<file path="src/rtl/freq_meter.sv">
// Measures the period and high time of a slow divided clock (sig_in) in clk cycles.
// Define FREQ_METER_DUTY_EN to build the high-time counter; otherwise high_time reads 0.
`timescale 1ns/1ps
module freq_meter #(
  parameter int CNT_W = 16
) (
  input  logic             clk,
  input  logic             rst,
  input  logic             sig_in,
  input  logic             start,
  output logic             busy,
  output logic             done,
  output logic [CNT_W-1:0] period,
  output logic [CNT_W-1:0] high_time,
  output logic             timeout
);

  typedef enum logic [1:0] {IDLE, ARM, MEAS} state_t;

  localparam logic [CNT_W-1:0] CNT_MAX = '1;

  state_t           state, state_nxt;
  logic             s_meta, s_q, s_d;
  logic             rise;
  logic [CNT_W-1:0] cnt;
  logic             cnt_max;
  logic             post_result, post_timeout;

  function automatic logic [CNT_W-1:0] sat_inc(input logic [CNT_W-1:0] v);
    return (v == CNT_MAX) ? v : v + 1'b1;
  endfunction

  function automatic logic [CNT_W-1:0] sat_add_bit(input logic [CNT_W-1:0] v,
                                                   input logic b);
    return (b && (v != CNT_MAX)) ? v + 1'b1 : v;
  endfunction

  // Input conditioning: two-flop synchronizer then an edge-detect flop
  always_ff @(posedge clk or posedge rst) begin
    if (rst) begin
      s_meta <= 1'b0;
      s_q    <= 1'b0;
      s_d    <= 1'b0;
    end else begin
      s_meta <= sig_in;
      s_q    <= s_meta;
      s_d    <= s_q;
    end
  end

  assign rise    = s_q & ~s_d;
  assign cnt_max = (cnt == CNT_MAX);

  always_ff @(posedge clk or posedge rst) begin
    if (rst) state <= IDLE;
    else     state <= state_nxt;
  end

  always_comb begin
    state_nxt = state;
    case (state)
      IDLE:    if (start) state_nxt = ARM;
      ARM:     if (rise) state_nxt = MEAS;
               else if (cnt_max) state_nxt = IDLE;
      MEAS:    if (rise || cnt_max) state_nxt = IDLE;
      default: state_nxt = IDLE;
    endcase
  end

  // A closing rise takes priority over the saturation limit
  always_comb begin
    busy         = (state != IDLE);
    post_result  = (state == MEAS) && rise;
    post_timeout = (state != IDLE) && !rise && cnt_max;
  end

  always_ff @(posedge clk or posedge rst) begin
    if (rst) begin
      done    <= 1'b0;
      timeout <= 1'b0;
      cnt     <= '0;
      period  <= '0;
    end else begin
      done <= post_result | post_timeout;
      case (state)
        IDLE: if (start) begin
          cnt     <= '0;
          timeout <= 1'b0;
        end
        ARM:  cnt <= rise ? CNT_W'(1) : sat_inc(cnt);
        MEAS: cnt <= sat_inc(cnt);
        default: cnt <= '0;
      endcase
      if (post_result) period <= cnt;
      if (post_timeout) begin
        period  <= '0;
        timeout <= 1'b1;
      end
    end
  end

`ifdef FREQ_METER_DUTY_EN
  logic [CNT_W-1:0] hcnt;

  always_ff @(posedge clk or posedge rst) begin
    if (rst) begin
      hcnt      <= '0;
      high_time <= '0;
    end else begin
      if (state == ARM && rise)        hcnt <= CNT_W'(1);
      else if (state == MEAS && !rise) hcnt <= sat_add_bit(hcnt, s_q);
      if (post_result)  high_time <= hcnt;
      if (post_timeout) high_time <= '0;
    end
  end
`else
  assign high_time = '0;
`endif

endmodule

</file>
<file path="config.mk">
export PLATFORM = sky130hd
export DESIGN_NAME = freq_meter
export DESIGN_NICKNAME = d
export VERILOG_FILES = /design/src/rtl/freq_meter.sv
export SDC_FILE = /design/constraint.sdc
export NUM_CORES = 1
export LEC_CHECK = 0
export ABC_AREA = 1
export CAP_MARGIN = 20
export CORE_MARGIN = 1.5
export CORE_UTILIZATION = 35
export CTS_BUF_LIST = sky130_fd_sc_hd__clkbuf_4 sky130_fd_sc_hd__clkbuf_8 sky130_fd_sc_hd__clkbuf_16
export CTS_CLUSTER_DIAMETER = 120
export CTS_CLUSTER_SIZE = 24
export DETAILED_ROUTE_END_ITERATION = 16
export PLACE_DENSITY_LB_ADDON = 0.15
export SLEW_MARGIN = 5
export SYNTH_ARGS = -nofsm -noshare
export SYNTH_HDL_FRONTEND = slang
export SYNTH_SLANG_ARGS = --single-unit
</file>
<file path="constraint.sdc">
create_clock -name clk -period 1.5 [get_ports clk]
set_input_delay 0.375 -clock clk [delete_from_list [all_inputs] [get_ports clk]]
set_output_delay 0.375 -clock clk [all_outputs]
set_load 0.03 [all_outputs]
</file>
==> flow_metrics.env, run 1 <==
export IMPL_clk_pin_slew_ns=0.08
export IMPL_maxCapViolations=0
export IMPL_rsz0062_at_grt="true"
export IMPL_netlist_area_mm2=0.00234
export IMPL_rows=29
export IMPL_synth_area_leaders="dfrtp_1 42%, nand2_1 18%, inv_1 7.6%"
export IMPL_drtIter0Drc=127
export IMPL_crit_arrival_ns=1.72
export IMPL_hold_viol=0
export IMPL_track_usage=0.159
export IMPL_slowest_stage="dfrtp_1"
export IMPL_yosysUniqueCellTypes=26
export IMPL_p_clk_frac=0.232
export IMPL_multi_input_area_mm2=0.00125
export IMPL_grt_pass1_vias=2067
export IMPL_worstSetupPathType="reg2reg"
export IMPL_fillerInstances=605
export IMPL_clock_sinks=39
export IMPL_coreArea_mm2=0.00639
export IMPL_layout_setup_ws_ns=-0.0238
export IMPL_crit_fanout=7
export IMPL_finalNetCount=393
export IMPL_setup_viol=27
export IMPL_drc_errors=0
export IMPL_tritoncts="built"
export IMPL_cts_buffer_depth=2
export IMPL_worst_setup_path_start_kind="register"
export IMPL_cts_hold_buffers_added=0
export IMPL_yosysWarnings=0
export IMPL_place_detailed_hpwl_um=3870
export IMPL_crit_top_cell="inv_4"
export IMPL_powerDensity_mw_per_mm2=1240
export IMPL_violations="negative setup slack"
export IMPL_synth_cells=327
export IMPL_synth_avg_cell_area_um2=7.14
export IMPL_synth_edff_count=0
export IMPL_crit_required_ns=1.70
export IMPL_clock_latency_ns=0.29
export IMPL_h_tree_depth=2
export IMPL_cts_buffers=5
export IMPL_seq_power_share=0.300
export IMPL_portBuffers=22
export IMPL_endpoint_kind="register"
export IMPL_die_x_um=84.7
export IMPL_pwr_share_comb=0.468
export IMPL_routed_via_density=4.67
export IMPL_wl_per_cell_um=12.2
export IMPL_clock_skew_final_ns=0.00466
export IMPL_clockRootBuffer="clkbuf_8"
export IMPL_slowest_delay_ns=0.42
export IMPL_yosysTopAreaCellShare=0.418
export IMPL_start_util=0.366
export IMPL_hold_path_class="reg2reg"
export IMPL_grt_pass1_wl_um=9260
export IMPL_drtAntennaViolNets=0
export IMPL_status="finished, violations left"
export IMPL_ys_seq_elements=39
export IMPL_area_delta_synth_final_pct=39.5
export IMPL_min_period_ns=1.52
export IMPL_grt_overflow_total=0
export IMPL_async_flop_share=1.00
export IMPL_fin_crit_sh=1.02
export IMPL_maxSlewViolCount=0
export IMPL_grt_max_degree=40
export IMPL_gp_congestion=0.911
export IMPL_final_cell_mix="104 x nand2_1, 45 x inv_1, 38 x dfrtp_1"
export IMPL_power_switching_uw=1510
export IMPL_power_uw=4050
export IMPL_crit_chain="inv_2 > ha_4 > inv_4 > buf_6 > nor2_4 > inv_4 > clkbuf_16 > nand3_1 > nand2_1 > inv_1 > nor2_1"
export IMPL_first_pass_iters=5
export IMPL_dp_cells=446
export IMPL_finalNonFillerCells=463
export IMPL_p_int_uw=2530
export IMPL_seq_area_frac_synth=0.418
export IMPL_antenna_cells=0
export IMPL_die_area_mm2=0.00717
export IMPL_die_h_um=84.7
export IMPL_vdd_drop_max_uv=641
export IMPL_critPathBufInv=6
export IMPL_vias=2161
export IMPL_drive_gt1_frac=0.262
export IMPL_fmax_ghz=0.656
export IMPL_antenna_found_initial=0
export IMPL_seqCellArea_um2=977
export IMPL_swShare=0.374
export IMPL_synth_area_leader_cell="dfrtp_1"
export IMPL_synthFlopType="dfrtp_1"
export IMPL_leakagePower_uw=0.00181
export IMPL_io_pins=39
export IMPL_cp_top_family="buffers and inverters"
export IMPL_final_common_cell="nand2_1"
export IMPL_routed_wirelength_um=5650
## Yosys cell counts, types with 3 or more instances
cell type	instances
buf_2	6
nand4_1	8
inv_2	3
o21ai_0	22
nand2_1	112
ha_1	4
nand3_1	16
nor2_1	30
buf_4	17
nor2_2	4
dfrtp_1	39
inv_1	47
## registers in the layout, indices dropped and copies added, names as in the netlist
name     count
period      16
s_meta       1
s_d          1
state        2
timeout      1
s_q          1
cnt         16
done         1
## area by class of cell
class,instances,area share
Sequential cell,39,0.300
Clock buffer,6,0.0253
Timing Repair Buffer,62,0.193
Multi-Input combinational cell,227,0.382
Tap cell,77,0.0296
Inverter,50,0.0591
Clock inverter,2,0.0107
## worst register-to-register path, stage by stage (launching register included)
cell and delay [ns]:
dfrtp_1 0.42, inv_2 0.11, ha_4 0.15, inv_4 0.04, buf_6 0.11, nor2_4 0.15
inv_4 0.08, clkbuf_16 0.16, nand3_1 0.07, nand2_1 0.05, inv_1 0.04, nor2_1 0.04
## worst paths after layout
| kind | cells past startpoint | slack (ns) | startpoint | to |
|---|---|---|---|---|
| worst max-delay path | 11 | -0.02 | state[1] | cnt[5] |
| worst min-delay path | 0 | 0.35 | s_meta | s_q |
| worst max register to register | 11 | -0.02 | state[1] | cnt[5] |
| worst min register to register | 0 | 0.35 | s_meta | s_q |
| max in group asynchronous | 3 | 0.86 | rst | cnt[4] |
| min in group asynchronous | 3 | 0.44 | rst | timeout |
## per-stage QoR
step,cell area (um2),util,setup slack [ns],hold slack (ns),setup TNS (ns)
finish,3260,0.510,-0.0238,0.354,-0.285
global route,3260,0.510,-0.129,0.362,-2.92
CTS,3010,0.471,-0.0180,0.357,-0.136
detailed placement,2840,0.445,-0.0916,0.339,-1.06
global placement,2840,0.445,-0.0701,0.333,-0.712
floorplan,2400,-,-0.00325,0.331,-0.0283
## power groups by stage
| stage | clock [uW] | sequential [uW] | combinational [uW] |
|---|---|---|---|
| after floorplan | 0 | 1330 | 756 |
| after global placement | 0 | 1230 | 1400 |
| after detailed placement | 0 | 1230 | 1400 |
| after CTS | 959 | 1210 | 1540 |
| after global routing | 998 | 1230 | 2060 |
| final | 938 | 1210 | 1900 |
## layer usage
| layer | wire [um] | global-route usage | vias up | part of all wire |
|---|---|---|---|---|
| li1 | - | - | 1085 | - |
| met1 | 2520 | 0.207 | 1011 | 0.45 |
| met2 | 2790 | 0.265 | 57 | 0.49 |
| met3 | 231 | 0.0206 | 8 | 0.041 |
| met4 | 112 | 0.0718 | 0 | 0.020 |
| met5 | 0 | 0 | - | 0 |
## cells by family after synthesis
kind of cell,share of synthesized area
adder cells (fa/ha/maj),0.0214
AO/OA/AOI/OAI,0.0589
AND/OR/NAND/NOR,0.344
flip-flops,0.418
other,0.00161
buffers and inverters,0.156
## timing repair
| item | CTS | global route |
|---|---|---|
| pin swaps | 3 | 12 |
| setup endpoints to repair | 32 | 35 |
| gates resized for setup | 29 | 54 |
| setup buffers | 4 | 3 |
| gates cloned | 0 | 2 |
(Power assumes the default switching activity.)
==> inputs of run 2 (changes only) <==
--- a/config.mk
+++ b/config.mk
@@ -8,10 +8,9 @@
 export ABC_AREA = 1
 export CAP_MARGIN = 20
 export CORE_MARGIN = 1.5
-export CORE_UTILIZATION = 35
+export CORE_UTILIZATION = 48
 export CTS_BUF_LIST = sky130_fd_sc_hd__clkbuf_4 sky130_fd_sc_hd__clkbuf_8 sky130_fd_sc_hd__clkbuf_16
 export CTS_CLUSTER_DIAMETER = 120
-export CTS_CLUSTER_SIZE = 24
 export DETAILED_ROUTE_END_ITERATION = 16
 export PLACE_DENSITY_LB_ADDON = 0.15
 export SLEW_MARGIN = 5
==> run 2 against run 1 <==
The run still ends with negative setup slack left. Count of clock-buffer cells in the layout increased by 1. Flip-flop and latch count did not move. Utilization grew 13 points. Clock skew grew 0.0023 ns. Design area is 7.8% lower. Critical path depth fell by 7. Power fell by 13%. Cell count fell by 6.3%. Routed wire length fell by 9.5%. Sequential share of layout area up 2.6 points. Maximum frequency barely moved. Clock power is 22% lower. Critical endpoint is now busy. Largest cell class unchanged. Largest power group unchanged.
==> flow_metrics.env, run 2 (synthesized netlist as in run 1, its figures left out) <==
export IMPL_cts_hold_buffers_added=0
export IMPL_clockRootBuffer="clkbuf_8"
export IMPL_min_period_ns=1.52
export IMPL_pwr_share_comb=0.450
export IMPL_status="finished, violations left"
export IMPL_rows=25
export IMPL_endpoint_kind="output port"
export IMPL_io_pins=39
export IMPL_leakagePower_uw=0.00172
export IMPL_p_int_uw=2160
export IMPL_setup_viol=2
export IMPL_layout_setup_ws_ns=-0.0230
export IMPL_drtIter0Drc=113
export IMPL_fillerInstances=422
export IMPL_coreArea_mm2=0.00469
export IMPL_p_clk_frac=0.206
export IMPL_antenna_cells=0
export IMPL_cts_buffers=5
export IMPL_power_uw=3530
export IMPL_routed_wirelength_um=5110
export IMPL_final_common_cell="nand2_1"
export IMPL_drive_gt1_frac=0.216
export IMPL_grt_pass1_vias=1859
export IMPL_die_h_um=72.8
export IMPL_finalNonFillerCells=434
export IMPL_finalNetCount=387
export IMPL_crit_fanout=4
export IMPL_use_met3=0.0414
export IMPL_die_area_mm2=0.00529
export IMPL_gp_congestion=0.927
export IMPL_dp_cells=419
export IMPL_maxCapViolations=0
export IMPL_power_switching_uw=1370
export IMPL_die_x_um=72.8
export IMPL_area_delta_synth_final_pct=28.7
export IMPL_globalRouteMet2Util=0.338
export IMPL_routed_via_density=4.86
export IMPL_vias=2108
export IMPL_h_tree_depth=2
export IMPL_final_cell_mix="107 x nand2_1, 43 x inv_1, 37 x dfrtp_1"
export IMPL_cts_buffer_depth=2
export IMPL_tritoncts="built"
export IMPL_portBuffers=22
export IMPL_hold_viol=0
export IMPL_drc_errors=0
export IMPL_antenna_found_initial=0
export IMPL_seq_power_share=0.344
export IMPL_wl_per_cell_um=11.8
export IMPL_critPathLaunch="state[1]"
export IMPL_largestRegisters="cnt x16, period x16, state x2"
export IMPL_start_util=0.498
export IMPL_grt_busiest_layer="met2"
export IMPL_grt_overflow_total=0
export IMPL_worstSetupPathType="reg2out"
export IMPL_fmax_ghz=0.657
export IMPL_whs_path_depth=0
export IMPL_use_met1=0.284
export IMPL_drtAntennaViolNets=0
export IMPL_track_usage=0.210
export IMPL_r2r_start="cnt[0]"
export IMPL_vdd_drop_max_uv=736
export IMPL_clock_skew_final_ns=0.00696
export IMPL_violations="negative setup slack"
export IMPL_crit_arrival_ns=1.15
export IMPL_place_ws_ns=-0.0760
export IMPL_r2r_cells=10
export IMPL_reg2reg_slack_ns=-0.02
export IMPL_reg2reg_to="cnt[0]"
export IMPL_fin_crit_sh=1.02
export IMPL_powerDensity_mw_per_mm2=1180
export IMPL_clock_latency_ns=0.29
export IMPL_whs_endpoint="s_q"
export IMPL_crit_required_ns=1.12
export IMPL_worst_setup_path_start_kind="register"
export IMPL_swShare=0.388
export IMPL_grt_max_degree=40
export IMPL_clock_sinks=39
export IMPL_grt_pass1_wl_um=8630
export IMPL_first_pass_iters=4
export IMPL_clk_pin_slew_ns=0.07
export IMPL_hold_path_class="reg2reg"
export IMPL_rsz0062_at_grt="true"
export IMPL_holdCritStartpoint="s_meta"
export IMPL_maxSlewViolCount=0
export IMPL_place_detailed_hpwl_um=3540
run 2: cell types whose count changed in the layout (fill, tap and decap cells not counted), sizes merged:
| cell | change |
|---|---|
| nand4 | +1 |
| buf | -6 |
| bufinv | -1 |
run 2: repair_timing:
| item | in CTS | in global routing |
|---|---|---|
| setup endpoints to repair | 39 | 35 |
| pin swaps | 0 | 5 |
| buffers inserted | 2 | 3 |
| gates cloned | 1 | 1 |
| gates resized for setup | 25 | 31 |
run 2: worst max-delay path by stage:
stage	slack, ns	cells after the start	to
CTS	-0.03	9	state[1]
global placement	-0.05	6	cnt[12]
finish	-0.02	4	busy
global route	-0.12	10	cnt[0]
detailed placement	-0.08	6	cnt[12]
floorplan	-0.003	9	period[0]
run 2: power groups by stage:
stage,combinational (uW),clock [uW],sequential (uW)
floorplan,756,0,1330
global placement,1310,0,1220
detailed placement,1320,0,1230
CTS,1400,744,1210
global route,1750,789,1230
finish,1590,727,1220
run 2: layer usage:
metal / up-vias / wire, um
met1: 974 / 2350
met4: 0 / 51
met2: 55 / 2470
met3: 5 / 240
li1: 1074 / -
met5: - / 0
run 2: final cells by class:
cell class,count,area [um2],share of cell area
Multi-Input combinational cell,228,1150,0.384
Sequential cell,39,978,0.325
Timing Repair Buffer,55,528,0.176
Inverter,50,190,0.0633
Clock buffer,7,83.8,0.0279
Tap cell,54,67.6,0.0225
Clock inverter,1,5.00,0.00166
run 2: per-stage QoR:
step / TNS [ns] / hold slack (ns) / utilization / area, um2
after floorplan: -0.0283 / 0.331 / - / 2400
after global placement: -0.734 / 0.338 / 0.591 / 2770
after detailed placement: -1.09 / 0.343 / 0.591 / 2770
after CTS: -0.0620 / 0.360 / 0.617 / 2890
after global routing: -2.43 / 0.364 / 0.641 / 3010
final: -0.0415 / 0.359 / 0.641 / 3010
run 2: critical path, cell delays in order (launching register included):
cell     delay (ns)
dfrtp_2        0.44
inv_2          0.10
ha_4           0.15
inv_4          0.04
buf_6          0.13
==> inputs of run 3 (changes only) <==
--- a/config.mk
+++ b/config.mk
@@ -13,7 +13,7 @@
 export CTS_CLUSTER_DIAMETER = 120
 export DETAILED_ROUTE_END_ITERATION = 16
 export PLACE_DENSITY_LB_ADDON = 0.15
-export SLEW_MARGIN = 5
 export SYNTH_ARGS = -nofsm -noshare
 export SYNTH_HDL_FRONTEND = slang
 export SYNTH_SLANG_ARGS = --single-unit
+export TNS_END_PERCENT = 50
==> run 3 against run 2 <==
The flow still finishes with violations (negative setup slack). Register-to-register slack lost 0.05 ns. Worst hold slack lost 0.0028 ns. Clock power shrank 0.8%. Maximum frequency shrank 3.0%. Count of clock-buffer cells in the layout shrank 2. Cell count grew 0.92%. Sequential share of layout area shrank 0.56 points. Power grew 0.51%. Utilization grew 1.0 points. Via count grew 3.7%. Design area grew 1.6%. Critical path type is now reg2reg.
==> flow_metrics.env, run 3 (synthesized netlist as in run 1, its figures left out) <==
export IMPL_p_int_uw=2120
export IMPL_gp_congestion=0.890
export IMPL_cp_top_family="simple AND/OR/NAND/NOR gates"
export IMPL_worst_setup_path_start_kind="register"
export IMPL_routed_wirelength_um=5260
export IMPL_crit_fanout=4
export IMPL_place_detailed_hpwl_um=3590
export IMPL_final_cell_mix="109 x nand2_1, 44 x inv_1, 38 x dfrtp_1"
export IMPL_crit_arrival_ns=1.77
export IMPL_vias=2186
export IMPL_grt_pass1_wl_um=8700
export IMPL_antenna_cells=0
export IMPL_portBuffers=22
export IMPL_worstSetupPathType="reg2reg"
export IMPL_vdd_drop_max_uv=731
export IMPL_clock_sinks=39
export IMPL_grt_pass1_vias=1912
export IMPL_fin_crit_sh=1.05
export IMPL_rsz0062_at_grt="true"
export IMPL_finalNetCount=391
export IMPL_clk_pin_slew_ns=0.08
export IMPL_r2r_cells=9
export IMPL_rows=25
export IMPL_tritoncts="built"
export IMPL_power_uw=3550
export IMPL_area_delta_synth_final_pct=30.8
export IMPL_clock_skew_final_ns=0.0105
export IMPL_whs_path_depth=0
export IMPL_drive_gt1_frac=0.211
export IMPL_wl_per_cell_um=12.0
export IMPL_cts_buffer_depth=2
export IMPL_min_period_ns=1.57
export IMPL_cts_buffers=5
export IMPL_maxSlewViolCount=0
export IMPL_antenna_found_initial=0
export IMPL_endpoint_kind="register"
export IMPL_slowest_stage="dfrtp_1"
export IMPL_crit_chain="ha_2 > nand2_2 > nor2_4 > nand2_4 > nor2_8 > buf_12 > nand4_2 > nand2_1 > inv_1"
export IMPL_track_usage=0.212
export IMPL_grt_max_degree=40
export IMPL_power_switching_uw=1440
export IMPL_die_area_mm2=0.00529
export IMPL_hold_viol=0
export IMPL_cp_depth=9
export IMPL_final_common_cell="nand2_1"
export IMPL_p_clk_frac=0.203
export IMPL_seq_power_share=0.338
export IMPL_h_tree_depth=2
export IMPL_grt_overflow_total=0
export IMPL_drtIter0Drc=128
export IMPL_clock_latency_ns=0.30
export IMPL_leakagePower_uw=0.00173
export IMPL_largestRegisters="cnt x16, period x16, state x2"
export IMPL_clockRootBuffer="clkbuf_8"
export IMPL_coreArea_mm2=0.00469
export IMPL_maxCapViolations=0
export IMPL_fin_util=0.651
export IMPL_die_x_um=72.8
export IMPL_drtAntennaViolNets=0
export IMPL_violations="negative setup slack"
export IMPL_start_util=0.498
export IMPL_crit_required_ns=1.70
export IMPL_pwr_share_comb=0.459
export IMPL_slowest_delay_ns=0.37
export IMPL_powerDensity_mw_per_mm2=1160
export IMPL_swShare=0.404
export IMPL_cts_hold_buffers_added=0
export IMPL_die_h_um=72.8
export IMPL_layout_setup_ws_ns=-0.0706
export IMPL_routed_via_density=4.99
export IMPL_place_ws_ns=-0.0939
export IMPL_drc_errors=0
export IMPL_setup_viol=20
export IMPL_fmax_ghz=0.637
export IMPL_io_pins=39
export IMPL_critPathBufInv=2
export IMPL_first_pass_iters=4
export IMPL_hold_path_class="reg2reg"
export IMPL_status="finished, violations left"
[run 3: cell types whose count changed in the layout (fill, tap and decap cells not counted), sizes merged]
| cell | previous run | this run |
|---|---|---|
| buf | 34 | 36 |
| clkbuf | 7 | 5 |
| clkinvlp | 0 | 2 |
| nand4 | 11 | 13 |
[run 3: what timing repair did]
action / 4_1_cts / 5_1_grt
resized for setup: 29 / 25
setup endpoints to repair: 39 / 37
pin swaps: 3 / 3
gates cloned: 0 / 3
buffers inserted: 3 / 4
[run 3: path summary, 6_finish.rpt]
| check | from | endpoint | slack (ns) |
|---|---|---|---|
| max in group asynchronous | rst | cnt[4] | 0.87 |
| worst max-delay path | cnt[1] | period[15] | -0.07 |
| worst max register to register | cnt[1] | period[15] | -0.07 |
| worst min-delay path | s_meta | s_q | 0.36 |
| min in group asynchronous | rst | timeout | 0.42 |
| worst min register to register | s_meta | s_q | 0.36 |
[run 3: cell type report]
| class | count | area [um2] |
|---|---|---|
| clock inverters | 3 | 20.0 |
| multi-input cells | 230 | 1170 |
| well taps | 54 | 67.6 |
| fillers | 415 | 1640 |
| clock buffers | 5 | 68.8 |
| repair buffers | 57 | 556 |
| flip-flops and latches | 39 | 977 |
| inverters | 50 | 193 |
[run 3: power by group through the flow]
stage               Combinational [uW]  Clock [uW]  Sequential (uW)
floorplan                          756           0             1330
global placement                  1330           0             1230
detailed placement                1360           0             1230
CTS                               1460         741             1200
global route                      1810         781             1210
finish                            1630         721             1200
[run 3: stage by stage]
| stage | hold slack [ns] | setup TNS [ns] | instance area, um2 | instances |
|---|---|---|---|---|
| 2_1_floorplan | 0.331 | -0.0283 | 2400 | 342 |
| 3_3_place_gp | 0.339 | -1.39 | 2790 | 421 |
| 3_5_place_dp | 0.342 | -1.66 | 2790 | 421 |
| 4_1_cts | 0.359 | -1.01 | 2900 | 431 |
| 5_1_grt | 0.373 | -3.25 | 3060 | 438 |
| 6_report | 0.356 | -0.535 | 3060 | 438 |
[run 3: worst reg2reg max path, cell delays in order (launching register included)]
cell and delay (ns):
dfrtp_1 0.37, ha_2 0.20, nand2_2 0.08, nor2_4 0.16, nand2_4 0.10, nor2_8 0.13
buf_12 0.12, nand4_2 0.16, nand2_1 0.11, inv_1 0.04
[run 3: per-layer routing]
layer	track usage	vias up	wire length, um
li1	-	1099	-
met1	0.290	1001	2450
met2	0.334	72	2450
met3	0.0359	14	232
met4	0.0818	0	135
met5	0	-	0
